[src/rtl/bam_prod_accumulator.sv]
// Frame accumulator behind the broken-array approximate multiplier: sums LEN unsigned products
// per frame and reports the saturating sum through a registered valid/ready port.
module bam_prod_accumulator #(
  parameter int unsigned PROD_W = 16,
  parameter int unsigned ACC_W  = 24,
  parameter int unsigned LEN    = 16,
  parameter int unsigned CNT_W  = 8
) (
  input  logic              clk,
  input  logic              rst_n,
  input  logic              clear,
  input  logic              in_valid,
  output logic              in_ready,
  input  logic [PROD_W-1:0] in_prod,
  output logic              out_valid,
  input  logic              out_ready,
  output logic [ACC_W-1:0]  out_sum,
  output logic              out_sat,
  output logic [CNT_W-1:0]  out_count
);

  typedef enum logic [0:0] {StAcc, StDone} state_e;

  state_e             state_q, state_d;
  logic [ACC_W-1:0]   acc_q, acc_d;
  logic [CNT_W-1:0]   cnt_q, cnt_d;
  logic               sat_q, sat_d;
  logic [ACC_W-1:0]   out_sum_q, out_sum_d;
  logic               out_sat_q, out_sat_d;
  logic [CNT_W-1:0]   out_count_q, out_count_d;

  logic [ACC_W:0]     sum_full;
  logic [ACC_W-1:0]   acc_upd;
  logic               sat_upd;
  logic               last;

  // One extra bit catches the carry out; an already-saturated acc plus zero stays all ones.
  assign sum_full = {1'b0, acc_q} + {{(ACC_W + 1 - PROD_W){1'b0}}, in_prod};
  assign acc_upd  = sum_full[ACC_W] ? '1 : sum_full[ACC_W-1:0];
  assign sat_upd  = sat_q | sum_full[ACC_W];
  assign last     = (cnt_q == CNT_W'(LEN - 1));

  always_comb begin
    state_d     = state_q;
    acc_d       = acc_q;
    cnt_d       = cnt_q;
    sat_d       = sat_q;
    out_sum_d   = out_sum_q;
    out_sat_d   = out_sat_q;
    out_count_d = out_count_q;

    if (clear) begin
      // Abort wins over both a pending result and a concurrent input transfer.
      state_d = StAcc;
      acc_d   = '0;
      cnt_d   = '0;
      sat_d   = 1'b0;
    end else begin
      unique case (state_q)
        StAcc: begin
          if (in_valid) begin
            if (last) begin
              state_d     = StDone;
              out_sum_d   = acc_upd;
              out_sat_d   = sat_upd;
              out_count_d = CNT_W'(LEN);
              acc_d       = '0;
              cnt_d       = '0;
              sat_d       = 1'b0;
            end else begin
              acc_d = acc_upd;
              sat_d = sat_upd;
              cnt_d = cnt_q + CNT_W'(1);
            end
          end
        end
        StDone: begin
          if (out_ready) begin
            state_d = StAcc;
          end
        end
        default: state_d = StAcc;
      endcase
    end
  end

  always_ff @(posedge clk or negedge rst_n) begin
    if (!rst_n) begin
      state_q     <= StAcc;
      acc_q       <= '0;
      cnt_q       <= '0;
      sat_q       <= 1'b0;
      out_sum_q   <= '0;
      out_sat_q   <= 1'b0;
      out_count_q <= '0;
    end else begin
      state_q     <= state_d;
      acc_q       <= acc_d;
      cnt_q       <= cnt_d;
      sat_q       <= sat_d;
      out_sum_q   <= out_sum_d;
      out_sat_q   <= out_sat_d;
      out_count_q <= out_count_d;
    end
  end

  assign in_ready  = (state_q == StAcc);
  assign out_valid = (state_q == StDone);
  assign out_sum   = out_sum_q;
  assign out_sat   = out_sat_q;
  assign out_count = out_count_q;

endmodule

[config.mk]
export PLATFORM = sky130hd
export DESIGN_NAME = bam_prod_accumulator
export DESIGN_NICKNAME = d
export VERILOG_FILES = /design/src/rtl/bam_prod_accumulator.sv
export SDC_FILE = /design/constraint.sdc
export NUM_CORES = 1
export LEC_CHECK = 0
export ABC_CLOCK_PERIOD_IN_PS = 3900
export CAP_MARGIN = 15
export CORE_MARGIN = 2
export CORE_UTILIZATION = 46
export DETAILED_ROUTE_END_ITERATION = 12
export HOLD_SLACK_MARGIN = 0.03
export PLACE_DENSITY = 0.7
export SLEW_MARGIN = 20
export SYNTH_ARGS = -nofsm -noshare
export SYNTH_HDL_FRONTEND = slang
export SYNTH_SLANG_ARGS = --single-unit
[constraint.sdc]
create_clock -name clk -period 3.9 [get_ports clk]
set_clock_uncertainty 0.15 [all_clocks]
set_input_delay 0.585 -clock clk [delete_from_list [all_inputs] [get_ports clk]]
set_output_delay 0.585 -clock clk [all_outputs]
set_load 0.02 [all_outputs]
* After elaboration in Yosys (flattened, before gate mapping) *
Index checks and enable logic that the tools add are counted.

storage, ports and cells
  output and inout bits = 35
  word-level logic and storage cells = 35
  register bits after elaboration = 60
  input bits = 21

operators by class
  $add $sub $neg = 2
  reduce and logical (&&, ||, !) cells = 3
  bitwise logic cells = 3
  equal/unequal tests = 2
  mux-type cells = 18

operators with widths
  operator             count
  $mux 24              5
  $mux 8               4
  $add 24x16->25       1
  $add 8x1->8 const B  1
  $eq 8x4->1 const B   1
  $mux 1               8
  $reduce_and 4->1     1
  $ne 2x2->1 const B   1
  $not 1->1            2
  $pmux 1 s2           1
  $reduce_and 2->1     1
  $reduce_bool 2->1    1
  $or 1x1->1           1

* Logic depth before layout (Yosys ltp) *
  depth in word-level cells = 6
  gate-level depth with buffers = 10
  depth with buffers taken out = 9

* Worst setup path after synthesis *
OpenSTA, ideal clock, no wires.

  kind = input-to-reg
  from = input port in_prod[0]
  to = register acc_q[22]
  path buffers = 0
  required time = 3.621 ns
  stages on the path = 9
  slack = 0.992 ns
  data arrival time = 2.629 ns
  setup time = 0.129 ns
  cell sequence = ha_1 > fa_1 > a211oi_1 > o211ai_2 > a31oi_4 > a21oi_4 > nand2_1 > nor2_1 > a2111o_1

on the way
  cells in the longest elaborated chain, start to end = 6

RTL lines
  element                 line  source
  start: declaration      14    input logic [PROD_W-1:0] in_prod,
  $add 24x16->25          38    assign sum_full = {1'b0, acc_q} + {{(ACC_W + 1 - PROD_W){1'b0}}, in_prod};
  $mux 24                 39    assign acc_upd = sum_full[ACC_W] ? '1 : sum_full[ACC_W-1:0];
  $mux 24                 62    if (last) begin
  $mux 24                 61    if (in_valid) begin
  $mux 24                 59    unique case (state_q)
  $mux 24                 52    if (clear) begin
  end signal: assignment  90    acc_q <= '0;
  end signal: assignment  98    acc_q <= acc_d;
  end: declaration        25    logic [ACC_W-1:0] acc_q, acc_d;

Every way passes these cells. The select of a mux whose other input is x is not followed.
A chain may end at the register's enable or synchronous reset.

* Worst setup path after layout *
Same ends and word-level chain as after synthesis.

==> impl_metrics.json <==
{
  "fin_tns_setup_ns": 0,
  "r2r_start": "acc_q[0]",
  "yosys_warnings": 0,
  "clkLatencyLatePin_ns": 0.35,
  "drc_errors": 0,
  "die_w_um": 93.2,
  "fmaxAchievable_mhz": 299,
  "period_minus_slack_ns": 3.34,
  "rsz0062_at_grt": "no",
  "num_vias": 3137,
  "power_density_mw_per_mm2": 376,
  "final_cell_mix": "dfrtp_1, nand2_1, clkdlybuf4s50_1",
  "clock-sinks": 60,
  "core_mm2": 0.00773,
  "status": "completed",
  "port_buffers": 48,
  "antenna_found_initial": 0,
  "antennaDiodeCount": 0,
  "cts_setup_buffers": 0,
  "hp-class": "in -> async",
  "htree_levels": 3,
  "rows": 32,
  "firstDrtPassIters": 4,
  "start_util_pct": 47.3,
  "reg2reg_setup_slack_ns": 0.83,
  "initialDrtViolationCount": 242,
  "grt.total_usage_pct": 21.2,
  "final_common_cell": "dfrtp_1",
  "seq_area_frac_synth_pct": 41.1,
  "ys_seq_elements": 60,
  "min_period_over_period_pct": 85.6,
  "grt_pass1_vias": 2973,
  "cp-start-kind": "input port",
  "die_h_um": 93.2,
  "cts_resized": 0,
  "synth_edf_count": 0,
  "cts_buffers": 9,
  "place_congestion": 0.908,
  "yosysUniqueCellTypes": 62,
  "critPathMaxFanout": 9,
  "cp.arrival_ns": 3.41,
  "cpMaxStageDelayCell": "fa_1",
  "postCtsHoldBufs": 0,
  "synthCells": 408,
  "async_flop_share_pct": 100,
  "critPathKind": "in -> reg",
  "synth_area_mm2": 0.00366,
  "setup_viol": 0,
  "clk_path_buf_depth": 2,
  "syn_avg_cell_area_um2": 8.96,
  "cts_tree": "built",
  "crit_required_ns": 3.97,
  "hold_viol": 0,
  "drv_slew": 0,
  "max_stage_delay_ns": 0.44,
  "fillers": 671,
  "drive_above_1_share_pct": 9.87,
  "io_pins": 56,
  "drv_cap": 0,
  "grt_pass1_wl_um": 14400,
  "end_kind": "flip-flop",
  "ir_worst_vdd_uv": 202,
  "routed_wl_um": 8530,
  "wl_per_cell_um": 15.3,
  "rr_worst_depth": 9,
  "worst_pin_slew_ns": 0.928,
  "maxSlewHeadroom_pct": 37.9,
  "die_area_mm2": 0.00868,
  "r2r-end": "acc_q[22]",
  "clockRootBuffer": "clkbuf_8",
  "path_clk_slew_ns": 0.07,
  "ys.flop_type": "dfrtp_1",
  "antenna_left": 0,
  "place_area_mm2": 0.00417,
  "final_area_mm2": 0.00436,
  "grt.overflow.total": 0,
  "leakagePower_nw": 2.01,
  "area_delta_synth_final_pct": 19.1,
  "final_nets": 490,
  "grt_start_max_net_pins": 39,
  "place_hpwl_um": 6380,
  "worstPathCellList": "clkdlybuf4s50_1 -> ha_1 -> fa_1 -> a211oi_1 -> o211ai_2 -> a31oi_4 -> a21oi_4 -> nand2_1 -> nor2_1 -> a2111o_1",
  "viasPerCell": 5.62
}
==> power by group <==
part	switching, mW	total (mW)	leakage [nW]	internal [mW]
Sequential	0.0190	0.668	0.826	0.649
Combinational	0.259	0.418	1.09	0.158
Clock	0.258	0.552	0.0927	0.295
Total	0.536	1.64	2.01	1.10
==> per-layer routing <==
layer  wire, um  vias to the layer above  global-route usage (%)
li1           -                     1533                       -
met1       4290                     1490                    31.3
met2       3630                      102                    31.3
met3        456                       12                    3.38
met4        146                        0                    8.09
met5          0                        -                       0
==> flip-flops by register name (all words and copies together) (netlist names) <==
| signal | count |
|---|---|
| acc_q | 24 |
| cnt_q | 8 |
| out_count | 1 |
| out_sat | 1 |
| out_sum | 24 |
| out_valid | 1 |
| sat_q | 1 |
==> logic make-up after synthesis <==
kind of cell               synth area share [%]
xor gates and xnor gates                   3.59
AOI/OAI and AO/OA                          24.4
buffers and inverters                      5.30
other                                     0.103
and+or+nand+nor                            18.1
muxes                                      1.13
DFF                                        41.1
adders and majority gates                  6.36
==> worst max-delay path by stage <==
stage	from	endpoint
finish	in_prod[0]	acc_q[22]
global route	in_prod[0]	acc_q[22]
CTS	in_prod[0]	acc_q[22]
detailed placement	in_prod[0]	acc_q[22]
global placement	in_prod[0]	acc_q[22]
floorplan	in_prod[0]	acc_q[22]
==> metrics by stage <==
| stage | std cells | util (%) | hold slack, ns | setup slack, ns | power [mW] |
|---|---|---|---|---|---|
| 3_5_place_dp | 542 | 53.9 | 0.313 | 0.236 | 1.09 |
| 4_1_cts | 558 | 56.4 | 0.222 | 0.602 | 1.64 |
| 3_3_place_gp | 542 | 53.9 | 0.310 | 0.375 | 1.08 |
| 5_1_grt | 558 | 56.4 | 0.257 | 0.399 | 1.72 |
| 2_1_floorplan | 414 | - | 0.139 | 0.992 | 0.989 |
| 6_report | 558 | 56.4 | 0.185 | 0.561 | 1.64 |
==> critical path: cells and delay by family <==
family / cells / cell delay [ns]
buffers and inverters: 1 / 0.40
AND/OR/NAND/NOR: 2 / 0.33
adder cells (fa/ha/maj): 2 / 0.66
AO/OA/AOI/OAI: 5 / 1.41
==> Yosys cell counts, types with 3 or more instances <==
cell / instances / area share [%]
nor2b_1: 3 / 0.51
buf_4: 8 / 1.6
and2_2: 3 / 0.62
nand3_1: 9 / 1.2
buf_2: 3 / 0.41
xnor2_1: 6 / 1.4
o211ai_1: 4 / 0.82
a21o_2: 5 / 1.2
mux2i_1: 3 / 0.82
ha_1: 17 / 5.8
a21o_1: 11 / 2.3
a211o_1: 4 / 0.96
and3_1: 5 / 0.86
a21oi_1: 22 / 3.0
dfrtp_1: 60 / 41
o21ai_0: 44 / 6.0
a22o_1: 5 / 1.2
xor2_1: 9 / 2.2
inv_1: 5 / 0.51
nor3_1: 6 / 0.82
a211oi_1: 3 / 0.62
clkbuf_1: 13 / 1.3
nand2_1: 57 / 5.9
a31oi_1: 9 / 1.5
nand4_1: 8 / 1.4
nor2_1: 43 / 4.4
==> layout make-up <==
class                      instances  area [um^2]  share of cell area [%]
multi-input combinational        320         1990                    45.7
sequential                        60         1500                    34.5
tap                              102          128                    2.93
inverter                           5         18.8                   0.431
clock buffer                      10          128                    2.93
timing repair buffer              55          528                    12.1
clock inverter                     6         63.8                    1.46
(Power assumes the default switching activity.)
